**src/rtl/controller_if.sv**
```systemverilog
// controller_out bus: everything the pipeline controller drives into the
// LC-3 datapath.
//   slave  - controller side (drives the bus)
//   master - datapath side (fetch/decode/execute/writeback/memaccess)
// Signals: stage enables, br_taken, operand bypass selects, mem_state
// (3 idle, 0 read, 1 indirect read, 2 write).
interface controller_if;
  logic       enable_updatePC;
  logic       enable_fetch;
  logic       enable_decode;
  logic       enable_execute;
  logic       enable_writeback;
  logic       br_taken;
  logic       bypass_alu_1;
  logic       bypass_alu_2;
  logic       bypass_mem_1;
  logic       bypass_mem_2;
  logic [1:0] mem_state;

  modport slave (
    output enable_updatePC, enable_fetch, enable_decode, enable_execute,
           enable_writeback, br_taken, bypass_alu_1, bypass_alu_2,
           bypass_mem_1, bypass_mem_2, mem_state
  );

  modport master (
    input  enable_updatePC, enable_fetch, enable_decode, enable_execute,
           enable_writeback, br_taken, bypass_alu_1, bypass_alu_2,
           bypass_mem_1, bypass_mem_2, mem_state
  );
endinterface

```
**src/rtl/controller.sv**
```systemverilog
// Pipeline controller for the LC-3 datapath.
// Tracks per-stage valid bits, holds fetch off for BR_STALL cycles behind a
// fetched BR/JMP, sequences multi-cycle data-memory accesses and decodes
// RAW hazards between the decode and execute instructions.
// Ports:
//   clock, reset        - rising-edge clock, async active-high reset
//   complete_instr      - instruction memory ready
//   complete_data       - data memory access done
//   IMem_dout/IR/IR_Exec- instruction in fetch / decode / execute
//   NZP, psr            - branch condition field, current N/Z/P flags
//   ctrl                - controller_out bus (slave end)
//
// mem_state | meaning
// ----------+----------------------------------------------
// 3 IDLE    | no data access, pipeline may advance
// 0 READ    | data read (LD/LDR, or second half of LDI)
// 1 IND     | indirect pointer read (LDI/STI first half)
// 2 WRITE   | data write (ST/STR, or second half of STI)
module controller #(
  parameter int BR_STALL = 3
) (
  input  logic        clock,
  input  logic        reset,
  input  logic        complete_instr,
  input  logic        complete_data,
  input  logic [15:0] IMem_dout,
  input  logic [15:0] IR,
  input  logic [15:0] IR_Exec,
  input  logic [2:0]  NZP,
  input  logic [2:0]  psr,
  controller_if.slave ctrl
);

  localparam int CW = (BR_STALL < 1) ? 1 : $clog2(BR_STALL + 1);
  localparam logic [CW-1:0] CNT_LOAD = CW'(BR_STALL);

  localparam logic [3:0] OP_BR  = 4'b0000;
  localparam logic [3:0] OP_ADD = 4'b0001;
  localparam logic [3:0] OP_LD  = 4'b0010;
  localparam logic [3:0] OP_ST  = 4'b0011;
  localparam logic [3:0] OP_AND = 4'b0101;
  localparam logic [3:0] OP_LDR = 4'b0110;
  localparam logic [3:0] OP_STR = 4'b0111;
  localparam logic [3:0] OP_NOT = 4'b1001;
  localparam logic [3:0] OP_LDI = 4'b1010;
  localparam logic [3:0] OP_STI = 4'b1011;
  localparam logic [3:0] OP_JMP = 4'b1100;
  localparam logic [3:0] OP_LEA = 4'b1110;

  typedef enum logic [1:0] {
    MS_READ  = 2'd0,
    MS_IND   = 2'd1,
    MS_WRITE = 2'd2,
    MS_IDLE  = 2'd3
  } mem_state_t;

  mem_state_t    ms;
  logic          v_dec, v_exe, v_wb;
  logic [CW-1:0] cnt;

  logic [3:0] op_fet, op_dec, op_exe;
  logic [2:0] dst_exe;
  logic       adv, fetch_ok;
  logic       dec_alu, exe_alu_dest, br_cond;
  logic       unused_bits;

  assign op_fet  = IMem_dout[15:12];
  assign op_dec  = IR[15:12];
  assign op_exe  = IR_Exec[15:12];
  assign dst_exe = IR_Exec[11:9];

  // reset is folded in so every enable is forced low while reset is held,
  // even though complete_instr may already be high.
  assign adv      = !reset && (ms == MS_IDLE) && complete_instr;
  assign fetch_ok = adv && (cnt == '0);

  always_ff @(posedge clock or posedge reset) begin
    if (reset) begin
      ms    <= MS_IDLE;
      v_dec <= 1'b0;
      v_exe <= 1'b0;
      v_wb  <= 1'b0;
      cnt   <= '0;
    end else begin
      case (ms)
        MS_IDLE: begin
          if (adv && v_dec) begin
            case (op_dec)
              OP_LD, OP_LDR: ms <= MS_READ;
              OP_LDI, OP_STI: ms <= MS_IND;
              OP_ST, OP_STR: ms <= MS_WRITE;
              default: ms <= MS_IDLE;
            endcase
          end
        end
        // The indirect instruction has moved into execute by now.
        MS_IND: if (complete_data) ms <= (op_exe == OP_STI) ? MS_WRITE : MS_READ;
        default: if (complete_data) ms <= MS_IDLE;
      endcase

      // Valid bits and the stall counter only move on advancing edges, so a
      // data access or an instruction-memory wait freezes them.
      if (adv) begin
        v_dec <= fetch_ok;
        v_exe <= v_dec;
        v_wb  <= v_exe;
        if (fetch_ok && (op_fet == OP_BR || op_fet == OP_JMP))
          cnt <= CNT_LOAD;
        else if (cnt != '0)
          cnt <= cnt - CW'(1);
      end
    end
  end

  assign dec_alu      = (op_dec == OP_ADD) || (op_dec == OP_AND) || (op_dec == OP_NOT);
  assign exe_alu_dest = v_exe && ((op_exe == OP_ADD) || (op_exe == OP_AND) ||
                                  (op_exe == OP_NOT) || (op_exe == OP_LEA));
  assign br_cond      = ((op_exe == OP_BR) && |(NZP & psr)) || (op_exe == OP_JMP);

  assign ctrl.enable_updatePC  = fetch_ok;
  assign ctrl.enable_fetch     = fetch_ok;
  assign ctrl.enable_decode    = adv && v_dec;
  assign ctrl.enable_execute   = adv && v_exe;
  assign ctrl.enable_writeback = (adv && v_wb) || (ms == MS_READ && complete_data);
  assign ctrl.br_taken         = !reset && (ms == MS_IDLE) && v_exe && br_cond;
  assign ctrl.mem_state        = ms;

  assign ctrl.bypass_alu_1 = exe_alu_dest && dec_alu && (IR[8:6] == dst_exe);
  assign ctrl.bypass_alu_2 = exe_alu_dest && ((op_dec == OP_ADD) || (op_dec == OP_AND)) &&
                             !IR[5] && (IR[2:0] == dst_exe);
  assign ctrl.bypass_mem_1 = exe_alu_dest &&
                             ((op_dec == OP_ST) || (op_dec == OP_STR) || (op_dec == OP_STI)) &&
                             (IR[11:9] == dst_exe);
  assign ctrl.bypass_mem_2 = exe_alu_dest && ((op_dec == OP_LDR) || (op_dec == OP_STR)) &&
                             (IR[8:6] == dst_exe);

  assign unused_bits = ^{IR[4:3], IR_Exec[8:0], IMem_dout[11:0]};

endmodule

```
**src/flat_wrapper.sv**
```systemverilog
// flat-port wrapper written by rule: the top's interface ports become plain ports
module controller_flat 
#(
  parameter int BR_STALL = 3
)
  (clock, reset, complete_instr, complete_data, IMem_dout, IR, IR_Exec, NZP, psr, ctrl_enable_updatePC, ctrl_enable_fetch, ctrl_enable_decode, ctrl_enable_execute, ctrl_enable_writeback, ctrl_br_taken, ctrl_bypass_alu_1, ctrl_bypass_alu_2, ctrl_bypass_mem_1, ctrl_bypass_mem_2, ctrl_mem_state);
  controller_if ctrl_i ();
  input  logic clock;
  input  logic reset;
  input  logic complete_instr;
  input  logic complete_data;
  input  logic [15:0] IMem_dout;
  input  logic [15:0] IR;
  input  logic [15:0] IR_Exec;
  input  logic [2:0] NZP;
  input  logic [2:0] psr;
  output wire logic [$bits(ctrl_i.enable_updatePC)-1:0] ctrl_enable_updatePC;
  output wire logic [$bits(ctrl_i.enable_fetch)-1:0] ctrl_enable_fetch;
  output wire logic [$bits(ctrl_i.enable_decode)-1:0] ctrl_enable_decode;
  output wire logic [$bits(ctrl_i.enable_execute)-1:0] ctrl_enable_execute;
  output wire logic [$bits(ctrl_i.enable_writeback)-1:0] ctrl_enable_writeback;
  output wire logic [$bits(ctrl_i.br_taken)-1:0] ctrl_br_taken;
  output wire logic [$bits(ctrl_i.bypass_alu_1)-1:0] ctrl_bypass_alu_1;
  output wire logic [$bits(ctrl_i.bypass_alu_2)-1:0] ctrl_bypass_alu_2;
  output wire logic [$bits(ctrl_i.bypass_mem_1)-1:0] ctrl_bypass_mem_1;
  output wire logic [$bits(ctrl_i.bypass_mem_2)-1:0] ctrl_bypass_mem_2;
  output wire logic [$bits(ctrl_i.mem_state)-1:0] ctrl_mem_state;
  assign ctrl_enable_updatePC = ctrl_i.enable_updatePC;
  assign ctrl_enable_fetch = ctrl_i.enable_fetch;
  assign ctrl_enable_decode = ctrl_i.enable_decode;
  assign ctrl_enable_execute = ctrl_i.enable_execute;
  assign ctrl_enable_writeback = ctrl_i.enable_writeback;
  assign ctrl_br_taken = ctrl_i.br_taken;
  assign ctrl_bypass_alu_1 = ctrl_i.bypass_alu_1;
  assign ctrl_bypass_alu_2 = ctrl_i.bypass_alu_2;
  assign ctrl_bypass_mem_1 = ctrl_i.bypass_mem_1;
  assign ctrl_bypass_mem_2 = ctrl_i.bypass_mem_2;
  assign ctrl_mem_state = ctrl_i.mem_state;
  controller #(.BR_STALL(BR_STALL)) u_core (.clock(clock), .reset(reset), .complete_instr(complete_instr), .complete_data(complete_data), .IMem_dout(IMem_dout), .IR(IR), .IR_Exec(IR_Exec), .NZP(NZP), .psr(psr), .ctrl(ctrl_i));
endmodule
```
**config.mk**
```make
export PLATFORM = sky130hd
export DESIGN_NAME = controller_flat
export DESIGN_NICKNAME = d
export VERILOG_FILES = /design/src/rtl/controller_if.sv /design/src/rtl/controller.sv /design/src/flat_wrapper.sv
export SDC_FILE = /design/constraint.sdc
export NUM_CORES = 1
export LEC_CHECK = 0
export BUFFER_PORTS_ARGS = -buffer_cell sky130_fd_sc_hd__buf_2
export CAP_MARGIN = 25
export CORE_ASPECT_RATIO = 0.75
export CORE_MARGIN = 2
export CORE_UTILIZATION = 34
export CTS_BUF_LIST = sky130_fd_sc_hd__clkbuf_8
export CTS_CLUSTER_DIAMETER = 40
export DETAILED_ROUTE_END_ITERATION = 8
export GPL_TIMING_DRIVEN = 0
export PLACE_DENSITY = 0.82
export SLEW_MARGIN = 20
export SYNTH_ARGS = -nofsm -noshare
export SYNTH_HDL_FRONTEND = slang
export SYNTH_SLANG_ARGS = --single-unit
```
**constraint.sdc**
```tcl
create_clock -name clock -period 2.1 [get_ports clock]
set_clock_uncertainty 0.2 [all_clocks]
set_input_delay 0 -clock clock [delete_from_list [all_inputs] [get_ports clock]]
set_output_delay 0 -clock clock [all_outputs]
set_load 0.02 [all_outputs]
```
======== Word-level counts from Yosys, hierarchy flattened ========
Index checks and enable logic that the tools add are counted.
operators by class
  multipliers ............................. 0
  reductions and logical operators ........ 47
  mux-type cells .......................... 8
  divide/modulo/power cells ............... 0
  equal/unequal tests ..................... 23
  bitwise logic cells ..................... 1
  add/sub/neg operators ................... 1
  order comparisons ....................... 0
  shift operators ......................... 0
operator list
  cell                                               number
  == test 4 bit (second input constant)              8
  logical AND 1 bit                                  21
  == test 4 x 3 -> 1 bit (second input constant)     4
  two-way mux 2 bit                                  6
  logical OR 1 bit                                   11
  == test 3 bit                                      3
  == test 4 x 1 -> 1 bit (second input constant)     2
  == test 4 x 2 -> 1 bit (second input constant)     2
  logical NOT 4 bit                                  2
  one-hot mux 2 bit (3 select lines)                 1
  nonzero test 2 bit                                 3
  OR reduction 2 bit                                 3
  logical NOT 2 bit                                  2
  != test 2 bit (second input constant)              2
  one-hot mux 2 bit (2 select lines)                 1
  bitwise AND 3 bit                                  1
  AND reduction 3 bit                                1
  OR reduction 3 bit                                 1
  == test 2 x 1 -> 1 bit (second input constant)     1
  == test 2 bit (second input constant)              1
  logical NOT 1 bit                                  2
  AND reduction 2 bit                                1
  subtractor 2 x 1 -> 2 bit (second input constant)  1
storage, ports and cells
  latch bits .............................. 0
  memories kept ........................... 0
  flip-flop bits (word level) ............. 7
  bits in writable memories ............... 0
  input port bits ......................... 58
  output and inout port bits .............. 12
  word-level logic and storage cells ...... 85
  bits in read-only memories .............. 0

======== Longest topological paths before layout ========
  depth after elaboration ................. 8
  gate-level depth with buffers ........... 5
  gate-level depth less buffers ........... 5

======== Least setup slack after synthesis ========
OpenSTA, ideal clock, no wires.
  kind .................................... register -> register
  start point ............................. register u_core.ms[0], in the netlist u_core.ctrl.mem_state[0]
  end point ............................... register u_core.v_dec
  data required time ...................... 1775 ps
  path buffers ............................ 1
  slack ................................... 447 ps
  period minus slack after synthesis ...... 1653 ps
  data arrival time ....................... 1328 ps
  stages on the path, launching flop included .. 4
  cell sequence ........................... dfstp_2 > and4b_1 > buf_2 > mux2_2
between the ends
  cells in the longest elaborated chain, start to end .. 4
ends and longest elaborated chain
  item                               line               RTL
  start: declaration                 controller.sv:57   mem_state_t ms;
  start signal: assignment           controller.sv:97   MS_IND: if (complete_data) ms <= (op_exe == OP_STI) ? MS_WRITE : MS_READ;
  == test 2 bit *                    controller.sv:74   assign adv = !reset && (ms == MS_IDLE) && complete_instr;
  logical AND 1 bit * (2 in series)  controller.sv:74
  logical AND 1 bit                  controller.sv:75   assign fetch_ok = adv && (cnt == '0);
  end signal: assignment             controller.sv:104  v_dec <= fetch_ok;
  end: declaration                   controller.sv:58   logic v_dec, v_exe, v_wb;
Every way passes the cells marked *; elsewhere a longest branch is shown, timed or not.
A chain may end at the register's enable or synchronous reset.

======== Final worst setup path ========
  start point ............................. input IR_Exec[15]
  end point ............................... output ctrl_bypass_mem_1
between the ends
  cells in the longest elaborated chain, start to end .. 7
ends and longest elaborated chain
  item                                                              line                RTL
  start: declaration                                                flat_wrapper.sv:14  input logic [15:0] IR_Exec;
  == test 4 x 1 -> 1 bit or == test 4 x 3 -> 1 bit (tied branches)  controller.sv:116   assign exe_alu_dest = v_exe && ((op_exe == OP_ADD) || (op_exe == OP_AND) ||
  logical OR 1 bit (2 in series)                                    controller.sv:116
  logical OR 1 bit *                                                controller.sv:117   (op_exe == OP_NOT) || (op_exe == OP_LEA));
  logical AND 1 bit *                                               controller.sv:116
  logical AND 1 bit *                                               controller.sv:131   assign ctrl.bypass_mem_1 = exe_alu_dest &&
  logical AND 1 bit *                                               controller.sv:132   ((op_dec == OP_ST) || (op_dec == OP_STR) || (op_dec == OP_STI)) &&
  end: declaration                                                  flat_wrapper.sv:25  output wire logic [$bits(ctrl_i.bypass_mem_1)-1:0] ctrl_bypass_mem_1;
Marks and branches as above.

==> run metrics <==
Die Wd 52.5 um; final cycle utilization of the critical path 89.5%; vias in the first global route 612; DRT Pass-1 Iters 4; commonest cells after routing, fill and taps aside 47 x buf_2, 9 x inv_1, 9 x dlygate4sd3_1; Crit. End Element primary output; Post-Place Worst Slack 0.407 ns; Final WS setup 0.221 ns; Rel. slew slack 72.0%; clock buffer depth 2; Final Slew Violations 0; FFs w/ async S/R, synth 100%; unrepaired setup endpoints after global routing no; #FFs+latches synth 7; startpoint types primary input; worst hold path type primary input to flip-flop; via count 733; CTS tree done; All-Layer GR Usage 17.0%; first-pass GRT wire length 2570 um; Mapped Cells 71; layout cells sized above 1 44.6%; synth warn 0; post-CTS setup buffer count 0; Overflow after GRT 0; mapped cell area 601 sq um; worst-skew pair later-pin latency 0.23 ns; Mapped Nets 130; Die ar. 2120 sq um; met3 Resource Use GR 7.09%; total power 0.000734 W; drt drc 0; IO Count 70; slew at the pin with the worst max-slew slack 0.410 ns; Max H-tree Level 1; Cell Area, Placed 858 sq um; run status finished, final reports clean; HPWL Detailed 1420 um; pin count of the biggest net entering global routing 11; fmax 0.532 GHz; top cells by area, synth dfrtp_1 21%, dfstp_2 8.8%, xnor2_1 7.3%; CTS root buf clkbuf_8; Max Cap Viol 0; syn_area_per_cell 8.46 sq um; Final Instance Area 993 sq um; crit path kind primary input to primary output; post-CTS resize count 0; clk sinks 7; Cell variety after synth 33; Setup TNS 0 ns; cell taking the most area after synthesis dfrtp_1; Starting Density 35.5%; Setup Viol. Count Final 0; Primary FF master, synth dfrtp_1; Die Height 40.4 um; number of synthesized flops with an enable pin 0; post-route minimum period 1.88 ns; Area growth, synth to finish 65.4%; detailed router's first-iteration violation count 27; Worst-path clk slew 0.04 ns; worst vdd ir 0.561 mV; antenna-violating nets left 0; Via density 4.82; WL/cell 11.8 um; met2 usage 29.1%; met1 usage in global routing 20.3%; worst-path maximum fanout 3; port buffer count 46; sequential share of the synthesized area 29.6%; LEAKAGE 0.513 nW; CORE AREA 1690 sq um; antenna violations before repair 0; row cnt 13; commonest non-fill, non-tap cell in the layout buf_2; RePlAce Congestion 0.769; Data arrival, critical path 1.68 ns; DRT Wirelength 1790 um; Fin. Hold Viols 0; Antenna diodes 0; Synth top area share 20.8%; CTS buffer count 3; busiest grt layer met2; worst endpoint required time 1.90 ns; PD cells 739 nW/um^2; # hold bufs at CTS 9; fin cells 152; Nets 190; placed cell count 139
## registers in the layout, summed over array words and instances (netlist names)
register,cells
u_core.cnt,2
u_core.ctrl.mem_state,2
u_core.v_dec,1
u_core.v_exe,1
u_core.v_wb,1
## cell families (layout without fill, tap and decap cells)
logic type,Yosys count,in the layout,share of synthesized area (%)
compound gates,15,15,17.5
flops,7,7,29.6
simple gates,25,25,24.8
buf+inv,11,70,7.71
xor+xnor,10,10,14.6
fa+ha+maj,1,1,2.08
mux,2,2,3.75
## area by class of cell
class                   count  area, sq um
fillers                   139          698
multi-input cells          53          377
repair buffers             55          320
flip-flops and latches      7          178
clock buffers               3         41.3
inverters                   9         33.8
well taps                  22         27.5
plain buffers               2         12.5
clock inverters             1         3.75
## critical path, cell delays in order
cell           delay (ns)
dlygate4sd3_1        0.52
buf_2                0.11
nand2_1              0.10
nor3b_2              0.22
o211ai_1             0.19
nor4_1               0.32
buf_2                0.22
## metrics by stage
| stage | util, % | hold slack (ns) |
|---|---|---|
| global placement | 50.7 | -0.231 |
| finish | 58.7 | 0.0545 |
| global route | 58.7 | 0.111 |
| CTS | 58.7 | 0.0183 |
| floorplan | - | -0.398 |
| detailed placement | 50.7 | -0.227 |
## routing by layer
layer  share of wire, %  vias up
li1                   -      374
met1                 44      342
met2                 51       17
met3                5.7        0
met4                  0        0
met5                  0        -
## report_power, final
group	total, W	internal (W)	switching [W]
registers	0.000251	0.000202	0.0000492
clock network	0.000183	0.000126	0.0000569
logic	0.000300	0.000143	0.000157
## path summary, 6_finish.rpt
| kind | cells after the start | slack, ns | startpoint | end |
|---|---|---|---|---|
| max | 7 | 0.22 | IR_Exec[15] | ctrl_bypass_mem_1 |
| max in group asynchronous | 3 | 1.34 | reset | u_core.ctrl.mem_state[0]$_DFFE_PP1P_ |
| min in group asynchronous | 3 | 0.09 | reset | u_core.v_exe$_DFFE_PP0P_ |
| min reg2reg | 1 | 0.29 | u_core.cnt[0]$_DFFE_PP0P_ | u_core.cnt[0]$_DFFE_PP0P_ |
| min | 5 | 0.05 | IR[14] | u_core.ctrl.mem_state[1]$_DFFE_PP1P_ |
| max reg2reg | 6 | 0.24 | u_core.cnt[0]$_DFFE_PP0P_ | u_core.cnt[1]$_DFFE_PP0P_ |
## cell usage after synthesis, types with 2 or more instances
cell type  number
inv_1           8
nand2_1         7
dfrtp_1         5
xnor2_1         5
xor2_1          5
o21ai_0         4
a21oi_1         3
a31oi_1         2
and2_1          2
dfstp_2         2
mux2_2          2
nand3_1         2
nor2_1          2
nor4_1          2
or3_1           2
Power figures use the tool's default switching activity.
